### config.mk
export PLATFORM = sky130hd
export DESIGN_NAME = inst_queue
export DESIGN_NICKNAME = d
export VERILOG_FILES = /design/src/rtl/inst_queue.sv
export SDC_FILE = /design/constraint.sdc
export NUM_CORES = 1
export LEC_CHECK = 0
export CORE_ASPECT_RATIO = 1.75
export CORE_MARGIN = 10
export CORE_UTILIZATION = 59
export CTS_BUF_LIST = sky130_fd_sc_hd__clkbuf_4 sky130_fd_sc_hd__clkbuf_8
export DETAILED_ROUTE_END_ITERATION = 10
export DONT_BUFFER_PORTS = 1
export PLACE_DENSITY_LB_ADDON = 0.12
export SETUP_SLACK_MARGIN = 0.2
export SLEW_MARGIN = 20
export SYNTH_ARGS = -nofsm -noshare
export SYNTH_HDL_FRONTEND = slang
export SYNTH_SLANG_ARGS = --single-unit
### constraint.sdc
create_clock -name clk -period 3 [get_ports clk]
set_input_delay 0.45 -clock clk [delete_from_list [all_inputs] [get_ports clk]]
set_output_delay 0.45 -clock clk [all_outputs]
set_load 0.005 [all_outputs]
### src/rtl/inst_queue.sv
// inst_queue: DEPTH-entry fetch->decode FIFO of {pc, inst}; 1-cycle latency, 0 with INST_QUEUE_BYPASS_EN.
// Backpressure: stall_if = full from registered pointers; head held at id_* while stall_id.
`ifndef ADDR_BUS
`define ADDR_BUS 31:0
`endif
`ifndef DATA_BUS
`define DATA_BUS 31:0
`endif

module inst_queue #(
  parameter int DEPTH = 4
) (
  input  logic             clk,
  input  logic             rst,
  input  logic             flush,
  input  logic             if_valid,
  input  logic [`ADDR_BUS] if_pc,
  input  logic [`DATA_BUS] if_inst,
  output logic             stall_if,
  input  logic             stall_id,
  output logic             id_valid,
  output logic [`ADDR_BUS] id_pc,
  output logic [`DATA_BUS] id_inst
);

  localparam int AW = (DEPTH > 1) ? $clog2(DEPTH) : 1;
  localparam int PW = AW + 1;

  typedef struct packed {
    logic [`ADDR_BUS] pc;
    logic [`DATA_BUS] inst;
  } entry_t;

  logic [PW-1:0] wr_ptr_q, wr_ptr_d;
  logic [PW-1:0] rd_ptr_q, rd_ptr_d;
  entry_t        mem_q [DEPTH];
  entry_t        mem_d [DEPTH];
  entry_t        head;

  logic empty;
  logic full;
  logic head_vld;
  logic push;
  logic pop;

  assign empty    = (wr_ptr_q == rd_ptr_q);
  assign full     = (wr_ptr_q[AW-1:0] == rd_ptr_q[AW-1:0]) &&
                    (wr_ptr_q[PW-1] != rd_ptr_q[PW-1]);
  assign stall_if = full;
  assign head     = mem_q[rd_ptr_q[AW-1:0]];
  assign head_vld = !empty && !flush;
  assign pop      = head_vld && !stall_id;

`ifdef INST_QUEUE_BYPASS_EN
  logic bypass;
  assign bypass = empty && if_valid && !flush;
  // A bypassed instruction that decode takes right away never occupies an entry.
  assign push   = if_valid && !full && !flush && !(bypass && !stall_id);
`else
  assign push   = if_valid && !full && !flush;
`endif

  always_comb begin
    id_valid = 1'b0;
    id_pc    = '0;
    id_inst  = '0;
    if (head_vld) begin
      id_valid = 1'b1;
      id_pc    = head.pc;
      id_inst  = head.inst;
    end
`ifdef INST_QUEUE_BYPASS_EN
    else if (bypass) begin
      id_valid = 1'b1;
      id_pc    = if_pc;
      id_inst  = if_inst;
    end
`endif
  end

  always_comb begin
    wr_ptr_d = wr_ptr_q;
    rd_ptr_d = rd_ptr_q;
    if (flush) begin
      wr_ptr_d = '0;
      rd_ptr_d = '0;
    end else begin
      if (push) wr_ptr_d = wr_ptr_q + PW'(1);
      if (pop)  rd_ptr_d = rd_ptr_q + PW'(1);
    end
  end

  always_comb begin
    mem_d = mem_q;
    if (push) begin
      mem_d[wr_ptr_q[AW-1:0]] = '{pc: if_pc, inst: if_inst};
    end
  end

  always_ff @(posedge clk) begin
    if (rst) begin
      wr_ptr_q <= '0;
      rd_ptr_q <= '0;
    end else begin
      wr_ptr_q <= wr_ptr_d;
      rd_ptr_q <= rd_ptr_d;
    end
  end

  // Payload storage carries no reset; validity lives entirely in the pointers.
  always_ff @(posedge clk) begin
    mem_q <= mem_d;
  end

endmodule

==> reports/metrics.yaml <==
status: "finished, final reports clean"
grt_overflow_total: 0
fmax_ghz: 0.3860
period_minus_slack_ns: 2.591
die_x_um: 121.4
worst_ep_arrival_time_ns: 2.14
antenna_found_initial: 0
swShare: 0.1906
min_from: "if_pc[30]"
grt_pass1_vias: 5094
syn-cell-area_sq_mm: 0.01062
grt_pass1_wl_um: 29840
cp_num_buf_inv: 1
diodes: 0
viasPerCell: 5.912
num_vias: 4517
internal-power_mw: 5.715
worst_hold_path.endpoint: "mem_q[190]"
synth_edf_count: 256
die_area_sq_mm: 0.02398
synthTopCellsByArea: "edfxtp_1, mux4_2, nor2b_4"
max_stage_delay_ns: 0.60
p_total_mw: 7.061
mostFrequentLayoutCell: "edfxtp_1"
seq_area_frac_synth: 0.7352
hold_buffers: 0
synth_top_cell_by_area: "edfxtp_1"
start_util: 0.6028
ant_nets: 0
grt_max_degree: 71
cts_buffers: 36
power_frac_seq: 0.581
hold_slack_ns: 0.04085
ys.flop_type: "edfxtp_1"
synth_top_cell_area_share: 0.7239
seq_area_sq_mm: 0.007815
cts_max_level: 2
drc: 0
reg2reg_to: "mem_q[80]"
cp_max_fo: 69
ys_warn_count: 0
slowest_stage: "mux4_2"
max-slew-margin-rel: 0.5113
clock_path_buffers: 3
setup_slack_ns: 0.4092
fin_nets: 583
crit_start: "rd_ptr_q[0]"
async_flop_share: 0
ys_ff_latch: 262
wl_per_cell_um: 25.31
syn-instance-count: 475
area_growth_pct: 10.32
critPathKind: "reg -> out"
crit_required_ns: 2.55
cts.sinks: 262
min_path_cells: 0
synth_cell_types: 36
cts.reportedPaths.clkPinSlew_ns: 0.06
cts_tree: "built"
postSynthNetCount: 549
core-area_sq_mm: 0.01762
drtIter0Drc: 272
setup-violations-final: 0
cp_top_family: "multiplexers"
p_switching_mw: 1.346
synth.avg_cell_area_sq_um: 22.36
grt_usage: 0.1637
report.final.slew_viol_count: 0
port_buffers: 0
layout_common_cells: "edfxtp_1, mux4_2, nor2b_4"
cap_viol_max_count: 0
die_h_um: 197.5
drive_gt1_frac: 0.3809
multi_input_area_sq_mm: 0.002603
first_pass_iters: 4
io_pins: 135
min-delay-path-class: "in -> reg"
p_leak_nw: 3.671
crit_path_cell_trace: "buf_12 -> mux4_2 -> nor2b_2"
setup_tns_ns: 0
finClkSkew_ns: 0.01602
reg2reg_depth: 4
instances_no_fill: 764
gp_congestion: 0.7576
tightestPinTransition_ns: 0.7330
n_fill_cell: 1175
r2r_slack_ns: 0.73
timing.rr.start: "wr_ptr_q[0]"
post-dp-hpwl_um: 12630
wl_um: 19340
p_per_area_mw_per_mm2: 602.7
comb_power_share: 0.042
clockPowerShare: 0.378
vdd_drop_max_v: 0.0005273
cts_root_buffer: "clkbuf_8"
worstSkewPairLatency_ns: 0.50
dpl.cell_count: 696
worst_setup_path_end_kind: "output port"
rsz0062_at_grt: "false"
dpl_worst_slack_ns: 0.6670
crit_path_start_kind: "flop"
core.rowCount: 64
post-route-period-util: 0.8636
hold_violations: 0
## cells in the mapped netlist, types with 2 or more instances
master      n
clkbuf_1    5
ha_1        5
xor2_1      3
and2_1      4
nand2_1     3
nor3b_1     2
o211ai_1    2
buf_2      10
a21oi_1     3
mux4_2     64
nand4_1     5
inv_1       5
nand3_1     2
o21ai_0     3
xnor2_2     2
a31oi_1     4
buf_6       6
nor4b_1     2
edfxtp_1  256
nor2b_4    40
dfxtp_1     6
nor2b_1    16
nand2b_1    2
nor2b_2    10
buf_12      4
## per-stage QoR
step,utilization,instance area [sq um]
finish,0.6650,11720
global route,0.6650,11720
CTS,0.6624,11670
detailed placement,0.6212,10940
global placement,0.6212,10940
floorplan,-,10620
## how the worst max path moves through the flow
stage               slack, ns          end  cells after the start
finish                   0.41    id_pc[13]                      3
global route             0.28    id_pc[27]                      3
CTS                      0.28  id_inst[12]                      4
detailed placement       0.67   mem_q[114]                      4
global placement         0.72    mem_q[49]                      4
floorplan                0.70     mem_q[0]                      4
## layout make-up
type	instances	share of cell area
tap	231	0.02467
sequential	262	0.6671
clock buffer	50	0.05180
multi-input combinational	183	0.2222
clock inverter	12	0.009292
inverter	5	0.001602
timing repair buffer	21	0.02339
## flip-flops by register name, indices dropped and copies added, names as in the netlist
signal,cells
mem_q,256
rd_ptr_q,3
wr_ptr_q,3
## power by group through the flow
stage,clock [mW],combinational (mW),sequential (mW)
after floorplan,0,0.244,4.17
after global placement,0,0.292,4.17
after detailed placement,0,0.294,4.18
after CTS,2.75,0.296,4.10
after global routing,2.88,0.316,4.10
final,2.67,0.294,4.10
## timing repair
item	CTS	global route
pin swaps	0	1
cloned	0	0
hold endpoints to repair	0	0
buffers inserted	0	6
setup endpoints to repair	5	2
gates resized for setup	2	0
## metal layers
metal	global-route usage	vias up	share of wire
met5	0	-	0
met3	0.05867	28	0.083
met2	0.3033	141	0.57
li1	-	2000	-
met4	0.05366	0	0.019
met1	0.1631	2348	0.33
## logic make-up (layout without fill, tap and decap cells)
| group | Yosys count | after routing | share of synthesized area |
|---|---|---|---|
| DFF | 262 | 262 | 0.7352 |
| and+or+nand+nor | 91 | 91 | 0.08401 |
| muxes | 64 | 64 | 0.1357 |
| buffers and inverters | 30 | 88 | 0.02215 |
| AOI/OAI and AO/OA | 17 | 17 | 0.01060 |
| xor gates and xnor gates | 6 | 6 | 0.006363 |
| adders and majority gates | 5 | 5 | 0.005891 |
Note: power is estimated with default switching activity, not from simulation.
